==> config.mk <==
export PLATFORM = sky130hd
export DESIGN_NAME = conv1_weight_mac_rx
export DESIGN_NICKNAME = d
export VERILOG_FILES = /design/src/rtl/conv1_weight_mac_rx.sv
export SDC_FILE = /design/constraint.sdc
export NUM_CORES = 2
export LEC_CHECK = 0
export BUFFER_PORTS_ARGS = -buffer_cell sky130_fd_sc_hd__buf_2
export CAP_MARGIN = 30
export CORE_AREA = 5 5 337 339
export DETAILED_ROUTE_END_ITERATION = 7
export DIE_AREA = 0 0 342 344
export GPL_TIMING_DRIVEN = 0
export PLACE_DENSITY = 0.73
export RECOVER_POWER = 25
export REMOVE_ABC_BUFFERS = 1
export SLEW_MARGIN = 0
export SYNTH_ARGS = -nofsm -noshare
export SYNTH_HDL_FRONTEND = slang
export SYNTH_SLANG_ARGS = --single-unit
==> constraint.sdc <==
create_clock -name clk -period 10.1 [get_ports clk]
set_input_delay 1.01 -clock clk [delete_from_list [all_inputs] [get_ports clk]]
set_output_delay 1.01 -clock clk [all_outputs]
set_load 0.05 [all_outputs]
==> src/rtl/conv1_weight_mac_rx.sv <==
// conv1_weight_mac_rx: receive end of the conv1 weight stream.
// Loads KERNEL_SIZE beats of 4 packed kernel weights, then computes one
// 4-lane signed dot product per KERNEL_SIZE-beat pixel window.
// Optional macro CONV1_MAC_RELU_EN: clamp negative lane results to 0.
module conv1_weight_mac_rx #(
    parameter int unsigned KERNEL_SIZE  = 32,
    parameter int unsigned WEIGHT_WIDTH = 8,
    parameter int unsigned DATA_WIDTH   = 8,
    parameter int unsigned ACC_WIDTH    = WEIGHT_WIDTH + DATA_WIDTH + $clog2(KERNEL_SIZE)
) (
    input  logic                       clk,
    input  logic                       rst_n,
    input  logic                       c1_w_en,
    input  logic [4*WEIGHT_WIDTH-1:0]  c1_w,
    input  logic                       w_reload,
    output logic                       w_loaded,
    input  logic                       pix_valid,
    output logic                       pix_ready,
    input  logic [DATA_WIDTH-1:0]      pix_data,
    output logic                       out_valid,
    output logic [4*ACC_WIDTH-1:0]     conv_out
);

    localparam int unsigned NK = 4;
    localparam int unsigned CW = $clog2(KERNEL_SIZE);
    localparam int unsigned PW = WEIGHT_WIDTH + DATA_WIDTH;

    typedef enum logic [1:0] {ST_LOAD, ST_READY, ST_ACC, ST_DONE} state_t;

    state_t                         state_q, state_d;
    logic [CW-1:0]                  wcnt_q, wcnt_d;
    logic [CW-1:0]                  pcnt_q, pcnt_d;
    logic signed [WEIGHT_WIDTH-1:0] w_q [NK][KERNEL_SIZE];
    logic signed [WEIGHT_WIDTH-1:0] w_d [NK][KERNEL_SIZE];
    logic signed [ACC_WIDTH-1:0]    acc_q [NK];
    logic signed [ACC_WIDTH-1:0]    acc_d [NK];
    logic                           w_loaded_q, w_loaded_d;
    logic                           pix_ready_q, pix_ready_d;
    logic                           out_valid_q, out_valid_d;
    logic [NK*ACC_WIDTH-1:0]        conv_out_q, conv_out_d;

    logic                           pix_xfer_c;
    logic                           w_beat_c;
    logic                           last_w_c;
    logic                           last_p_c;
    logic [CW-1:0]                  tap_c;
    logic signed [PW-1:0]           prod_c [NK];

    assign pix_xfer_c = pix_valid && pix_ready_q;
    assign w_beat_c   = c1_w_en && (state_q == ST_LOAD) && !w_reload;
    assign last_w_c   = (wcnt_q == CW'(KERNEL_SIZE - 1));
    assign last_p_c   = (pcnt_q == CW'(KERNEL_SIZE - 1));

    assign w_loaded  = w_loaded_q;
    assign pix_ready = pix_ready_q;
    assign out_valid = out_valid_q;
    assign conv_out  = conv_out_q;

    // Per-lane signed product of the current tap weight and the pixel
    always_comb begin
        tap_c = (state_q == ST_READY) ? '0 : pcnt_q;
        for (int m = 0; m < NK; m++) begin
            prod_c[m] = PW'(w_q[m][tap_c]) * PW'($signed(pix_data));
        end
    end

    // State register and datapath flops
    always_ff @(posedge clk) begin
        if (!rst_n) begin
            state_q     <= ST_LOAD;
            wcnt_q      <= '0;
            pcnt_q      <= '0;
            w_loaded_q  <= 1'b0;
            pix_ready_q <= 1'b0;
            out_valid_q <= 1'b0;
            conv_out_q  <= '0;
            for (int m = 0; m < NK; m++) begin
                acc_q[m] <= '0;
                for (int k = 0; k < KERNEL_SIZE; k++) begin
                    w_q[m][k] <= '0;
                end
            end
        end else begin
            state_q     <= state_d;
            wcnt_q      <= wcnt_d;
            pcnt_q      <= pcnt_d;
            w_loaded_q  <= w_loaded_d;
            pix_ready_q <= pix_ready_d;
            out_valid_q <= out_valid_d;
            conv_out_q  <= conv_out_d;
            acc_q       <= acc_d;
            w_q         <= w_d;
        end
    end

    // Next-state logic; reload overrides everything
    always_comb begin
        state_d = state_q;
        if (w_reload) begin
            state_d = ST_LOAD;
        end else begin
            case (state_q)
                ST_LOAD:  if (w_beat_c && last_w_c)   state_d = ST_READY;
                ST_READY: if (pix_xfer_c)             state_d = ST_ACC;
                ST_ACC:   if (pix_xfer_c && last_p_c) state_d = ST_DONE;
                ST_DONE:                              state_d = ST_READY;
                default:                              state_d = ST_LOAD;
            endcase
        end
    end

    // Counters, weight bank, accumulators and registered outputs
    always_comb begin
        wcnt_d      = wcnt_q;
        pcnt_d      = pcnt_q;
        w_d         = w_q;
        acc_d       = acc_q;
        conv_out_d  = conv_out_q;
        w_loaded_d  = (state_d != ST_LOAD);
        pix_ready_d = (state_d == ST_READY) || (state_d == ST_ACC);
        out_valid_d = (state_d == ST_DONE);

        if (w_reload) begin
            wcnt_d = '0;
            pcnt_d = '0;
        end else begin
            case (state_q)
                ST_LOAD: begin
                    if (w_beat_c) begin
                        for (int m = 0; m < NK; m++) begin
                            w_d[m][wcnt_q] = c1_w[m*WEIGHT_WIDTH +: WEIGHT_WIDTH];
                        end
                        wcnt_d = wcnt_q + CW'(1);
                    end
                end
                ST_READY: begin
                    if (pix_xfer_c) begin
                        for (int m = 0; m < NK; m++) begin
                            acc_d[m] = ACC_WIDTH'(prod_c[m]);
                        end
                        pcnt_d = CW'(1);
                    end
                end
                ST_ACC: begin
                    if (pix_xfer_c) begin
                        for (int m = 0; m < NK; m++) begin
                            acc_d[m] = acc_q[m] + ACC_WIDTH'(prod_c[m]);
                        end
                        pcnt_d = pcnt_q + CW'(1);
                    end
                end
                default: begin
                    pcnt_d = '0;
                end
            endcase
        end

        // Result capture on DONE entry, including the final beat's product
        if (state_d == ST_DONE) begin
            for (int m = 0; m < NK; m++) begin
`ifdef CONV1_MAC_RELU_EN
                conv_out_d[m*ACC_WIDTH +: ACC_WIDTH] = acc_d[m][ACC_WIDTH-1] ? '0 : acc_d[m];
`else
                conv_out_d[m*ACC_WIDTH +: ACC_WIDTH] = acc_d[m];
`endif
            end
        end
    end

endmodule
-- Word level (Yosys, flattened, before mapping)
Index checks and enable logic that the tools add are counted.
- register bits after elaboration: 1207
- input port bits: 45
- latch bits: 0
- ROM bits: 0
- logic and storage cells: 212
- memories: 0
- bits in writable memories: 0
- $lt $le $gt $ge: 3
- muxes and demuxes: 31
- shifts and indexed selects: 0
- reduce and logical (&&, ||, !) cells: 14
- multiply operators: 4
- divide/modulo/power cells: 0
- add/sub/neg operators: 6
- bitwise logic cells: 5
- equality and inequality tests: 10
- operators with widths (kind ; number):
    bitwise mux 256 bit ; 4
    two-way mux 84 bit ; 3
    case mux 84 bit (2 select lines) ; 1
    binary-select mux 8 bit (select 5 bit) ; 4
    adder 21 x 16 -> 21 bit ; 4
    two-way mux 8 bit ; 9
    multiplier 8 x 8 -> 16 bit ; 4
    demux 8 bit (select 5 bit) ; 1
    two-way mux 5 bit ; 3
    case mux 5 bit (3 select lines) ; 1
    greater-or-equal comparator 6 bit (second input constant) ; 2
    NOT 5 -> 6 bit ; 2
    adder 5 x 1 -> 5 bit (second input constant) ; 2
    equality test 5 bit (second input constant) ; 2
    equality test 2 bit (second input constant) ; 4
    two-way mux 2 bit ; 4
    case mux 2 bit (4 select lines) ; 1
    logical AND 1 bit ; 6
    less-than comparator 6 x 1 -> 1 bit (second input constant) ; 1
    AND reduction 3 bit ; 2
    equality test 2 x 1 -> 1 bit (second input constant) ; 2
    != test 2 bit (second input constant) ; 2
    NOT 1 bit ; 3
    logical NOT 2 bit ; 1
    5 further kinds ; 5

-- Longest topological paths before layout
- depth in word-level cells: 11
- depth in mapped cells: 38
- depth with buffers taken out: 34

-- Worst setup path after synthesis
No wires, ideal clock.
- kind: register to register
- from: reg state_q[1]
- to: reg conv_out_q[20], in the netlist conv_out[20]
- cell stages (with the launch flop): 38
- path slack: 1.882 ns
- library setup time: 0.120 ns
- clock period less this slack: 8.218 ns
- buffers on the path: 4
- arrival: 8.098 ns
- required time: 9.980 ns
- path through: dfxtp_1 > inv_1 > ha_1 > nand2b_1 > buf_2 > buf_4 > buf_2 > mux4_2 > a211oi_1 > a21oi_1 > a21oi_2 > nor2_1 > fa_1 > inv_1 > fa_1 > inv_1 > fa_1 > inv_1 > [2 not listed] > ha_1 > o21ai_0 > o21ai_0 > a21oi_1 > o21a_1 > o21bai_1 > xor2_1 > ha_1 > clkbuf_1 > a21o_1 > a21o_1 > a21o_1 > a21oi_1 > o21bai_1 > o41ai_2 > mux2_2 > o221ai_1 > o21ai_1
- word-level cells in the longest chain between the ends: 11
- elaborated cells between the ends (all ways): 24
- those cells by class: 1 x add/sub; 1 x mul; 4 x eq/ne; 13 x mux; 1 x bitwise; 4 x reduce/logical
- ends and longest elaborated chain (what ; line ; text):
    from (decl) ; 30 ; state_t state_q, state_d;
    from (signal assigned) ; 84 ; state_q <= state_d;
    equality test 2 x 1 -> 1 bit ; 61, 102, 127 ;
    two-way mux 5 bit ; 61 ; tap_c = (state_q == ST_READY) ? '0 : pcnt_q;
    NOT 5 -> 6 bit (not written as such) ; 63 ; prod_c[m] = PW'(w_q[m][tap_c]) * PW'($signed(pix_data));
    binary-select mux 8 bit (select 5 bit) ; 63 ;
    two-way mux 8 bit (not written as such) (2 in series) ; 63 ;
    multiplier 8 x 8 -> 16 bit ; 63 ;
    adder 21 x 16 -> 21 bit ; 147 ; acc_d[m] = acc_q[m] + ACC_WIDTH'(prod_c[m]);
    two-way mux 84 bit ; 145 ; if (pix_xfer_c) begin
    case mux 84 bit (2 select lines) ; 127 ; case (state_q)
    two-way mux 84 bit ; 123 ; if (w_reload) begin
    to (signal assigned) ; 90 ; conv_out_q <= conv_out_d;
    to (decl) ; 40 ; logic [NK*ACC_WIDTH-1:0] conv_out_q, conv_out_d;
Parallel ways exist; a longest one is shown, timed or not. The select of a mux whose other input is x is not followed.
A chain may end at the register's enable or synchronous reset.

-- Final worst setup path
- from: reg pcnt_q[0]
- to: reg conv_out_q[41], in the netlist conv_out[41]
- word-level cells in the longest chain between the ends: 10
- elaborated cells between the ends (all ways): 17
- those cells by class: 1 x add/sub; 1 x mul; 2 x eq/ne; 11 x mux; 1 x bitwise; 1 x reduce/logical
- ends and longest elaborated chain (what ; line ; text):
    from (decl) ; 32 ; logic [CW-1:0] pcnt_q, pcnt_d;
    from (signal assigned) ; 86 ; pcnt_q <= pcnt_d;
    two-way mux 5 bit ; 61 ;
    NOT 5 -> 6 bit (not written as such) ; 63 ;
    binary-select mux 8 bit (select 5 bit) ; 63 ;
    two-way mux 8 bit (not written as such) (2 in series) ; 63 ;
    multiplier 8 x 8 -> 16 bit ; 63 ;
    adder 21 x 16 -> 21 bit ; 147 ;
    two-way mux 84 bit ; 145 ;
    case mux 84 bit (2 select lines) ; 127 ;
    two-way mux 84 bit ; 123 ;
Parallel ways exist; a longest one is shown, timed or not. The select of a mux whose other input is x is not followed.

==> metrics.md <==
| Metric | Value |
|---|---|
| CP startpoint | `pcnt_q[0]` |
| Vias in the first global route | `around 57000` |
| Gr usage total | `roughly a third` |
| Final Skew | `0.0358 ns` |
| Die Wd | `342 µm` |
| First-pass GRT wire length | `323 mm` |
| Slew @ Worst Pin | `between 1 and 1.5 ns` |
| Warnings, synthesis | `0` |
| Port bufs | `~130` |
| Leak Pwr | `26.9 nW` |
| Failing checks | `design-rule violations` |
| H-tree depth | `4` |
| Clock power frac | `44.1%` |
| Critical path's largest stage delay | `0.70 ns` |
| FMAX | `103 MHz` |
| Root Buffer | `clkbuf_16` |
| CTS sink cnt | `~1200` |
| Hold Vio Cnt, Final | `0` |
| CP arrival | `10.38 ns` |
| Share of cells above drive strength 1 | `9.25%` |
| Hpwl dp | `133 mm` |
| # Max-Cap Violations | `0` |
| P_int | `just over 8 mW` |
| Latest clock arrival within the worst-skew pair | `slightly below 0.8 ns` |
| Max Slew Vio Count | `0` |
| Final period util | `roughly 96%` |
| Worst hold-check path type | `flop to flop` |
| Area grow syn2layout | `12.0%` |
| Cell area power density | `about 160 nW/µm²` |
| #FFs+latches synth | `about 1200` |
| R2r startpoint | `pcnt_q[0]` |
| Placed inst area | `just under 70000 µm²` |
| EDFF count, synth | `0` |
| NetSw | `around 3.1 mW` |
| Critical path type | `flop to flop` |
| Rel. slew slack | `28.3%` |
| DRT iter0 DRCs | `6601` |
| Vias/cell | `6.22` |
| Nets | `between 8000 and 9000` |
| Routed Antenna Nets | `0` |
| Clk buf depth | `3` |
| Wirelength per Cell | `between 20 and 25 µm` |
| Logic pwr share | `14.0%` |
| DR DRC count | `1` |
| Area occupied by multi-input gates | `around 38000 µm²` |
| Syn Std Cell Area | `65500 µm²` |
| Async set-reset flop share out of synthesis | `0%` |
| Crit-path max FO | `67` |
| # IOs | `132` |
| Total iterations of the first detailed-routing run | `8` |
| Reg area | `approximately 24000 µm²` |
| Crit-path slowest cell | `o21ai_0` |
| Antenna violations before repair | `4` |
| Setup TNS after final layout | `0 ns` |
| Largest net degree at the start of global routing | `about 180` |
| Routed WL | `about 210 mm` |
| Maximum VDD drop | `147 µV` |
| # hold bufs at CTS | `0` |
| Worst Path Required | `around 11 ns` |
| TritonCTS Buffers | `between 100 and 150` |
| Final core utilization | `about two thirds` |
| Worst Hold Launch | `conv_out[19]` |
| Gp weighted congestion | `approximately 0.86` |
| Clock transition at path regs | `about 0.07 ns` |
| Min Tclk post-route | `approximately 9.7 ns` |
| Total Die Area | `between 100000 and 150000 µm²` |
| Outcome | `finished, violations left` |
| Via count | `59100` |
| Mean Syn Cell Area | `8.04 µm²` |
| Critical path endpoint category | `flop` |
| Library cells used by synthesis | `74` |
| Die Ht | `approximately 340 µm` |
| Sw Share | `a little over a quarter` |
| Fill cell count | `8827` |
| # setup viols final | `0` |
| Ys flop type | `dfxtp_1` |
| Startpoint types | `flop` |
| Final instance area | `between 70000 and 80000 µm²` |
| CTS tree | `yes` |
| Reg power frac | `41.9%` |
| Initial core utilization | `~60%` |
| FP Rows | `~120` |
| GR Overflow Total | `0` |
| Synth Instances | `roughly 8000` |
| Register area share after synthesis | `about 37%` |
| CORE AREA | `110000 µm²` |
-- state kept, by name (all words and copies together) (netlist names) --
signal     count
w_q         1024
acc_q         84
conv_out      84
pcnt_q         5
wcnt_q         5
state_q        2
out_valid      1
pix_ready      1
w_loaded       1
-- through the flow --
stage	total power, mW	worst slack (ns)	hold WS (ns)	cells
final	11.4	0.394	0.448	9490
after global placement	6.37	-35.34	0.432	9123
after detailed placement	6.42	-0.617	0.434	9230
after global routing	11.8	-0.00350	0.461	9486
after floorplan	5.99	-17.54	0.432	7504
after CTS	11.4	0.0151	0.448	9468
-- critical path: cells and delay by family (launching register included) --
family / cells / cell delay, ns
and+or+nand+nor: 7 / 1.36
muxes: 1 / 0.39
AOI/OAI and AO/OA: 11 / 3.21
xor gates and xnor gates: 1 / 0.17
adders and majority gates: 6 / 2.51
buffers and inverters: 7 / 1.19
DFF: 1 / 0.65
-- what timing repair did --
| item | CTS | global route |
|---|---|---|
| setup endpoints to repair | 26 | 35 |
| setup buffers | 1 | 13 |
| cloned | 2 | 2 |
| pin swaps | 0 | 2 |
| resized for setup | 11 | 5 |
-- final cells by class --
cell class	count	share of cell area (%)
Multi-Input combinational cell	5913	51.7
Sequential cell	1207	32.9
Clock buffer	199	5.46
Timing Repair Buffer	254	4.57
Tap cell	1488	2.54
Inverter	388	1.99
Clock inverter	36	0.770
Antenna cell	5	0.0170
-- cell usage in the layout, fill, tap and decap left out, drive strengths merged, types with 20 or more instances in the layout --
cell type,netlist,final
nand2,2181,2181
a21oi,1237,1237
dfxtp,1207,1207
inv,388,392
nor2,383,383
a211oi,335,335
buf,61,252
fa,224,224
ha,217,217
clkbuf,584,201
mux2i,159,159
nor2b,145,146
o21ai,143,143
mux4,142,142
nand2b,94,97
nor3,90,90
xnor2,86,86
a21o,66,66
and2,63,63
xor2,39,39
a31oi,32,32
a221oi,28,28
o21a,24,24
nand3,20,20
clkinv,0,20
-- Yosys cell counts, types with 94 or more instances --
master	n	area share, %
inv_1	384	2.2
nand2b_1	94	0.90
mux2i_1	158	2.4
dfxtp_1	1207	37
mux4_2	142	4.9
clkbuf_1	584	3.3
a211oi_1	335	3.8
nor2_1	383	2.2
nand2_1	2181	12
nor2b_1	145	1.4
fa_1	224	6.8
ha_1	217	4.1
a21oi_1	1213	9.3
o21ai_0	136	1.0
-- final timing paths --
path | endpoint | slack [ns] | cells past startpoint
hold / removal | conv_out[19] | 0.45 | 2
setup reg to reg | conv_out[41] | 0.39 | 33
setup / recovery | conv_out[41] | 0.39 | 33
hold reg to reg | conv_out[19] | 0.45 | 2
-- power by group through the flow --
| stage | logic, mW | clock network (mW) | registers (mW) |
|---|---|---|---|
| floorplan | 1.12 | 0 | 4.88 |
| global placement | 1.49 | 0 | 4.88 |
| detailed placement | 1.55 | 0 | 4.88 |
| CTS | 1.57 | 5.07 | 4.77 |
| global route | 1.78 | 5.26 | 4.77 |
| finish | 1.60 | 5.03 | 4.77 |
-- per-layer routing --
| layer | vias to the layer above | global-route usage, % | part of all wire, % |
|---|---|---|---|
| li1 | 26800 | - | - |
| met1 | 28300 | 43.2 | 38 |
| met2 | 3258 | 57.2 | 46 |
| met3 | 778 | 6.92 | 10 |
| met4 | 2 | 18.9 | 5.9 |
| met5 | - | 0 | 0.0052 |
-- kinds of logic after synthesis --
kind of cell	share of synthesized area, %
AND/OR/NAND/NOR	19.1
AO/OA/AOI/OAI	18.0
flip-flops	36.9
buffers and inverters	6.02
adder cells (fa/ha/maj)	11.0
multiplexers	7.35
XOR/XNOR	1.67
Power figures use the tool's default switching activity.
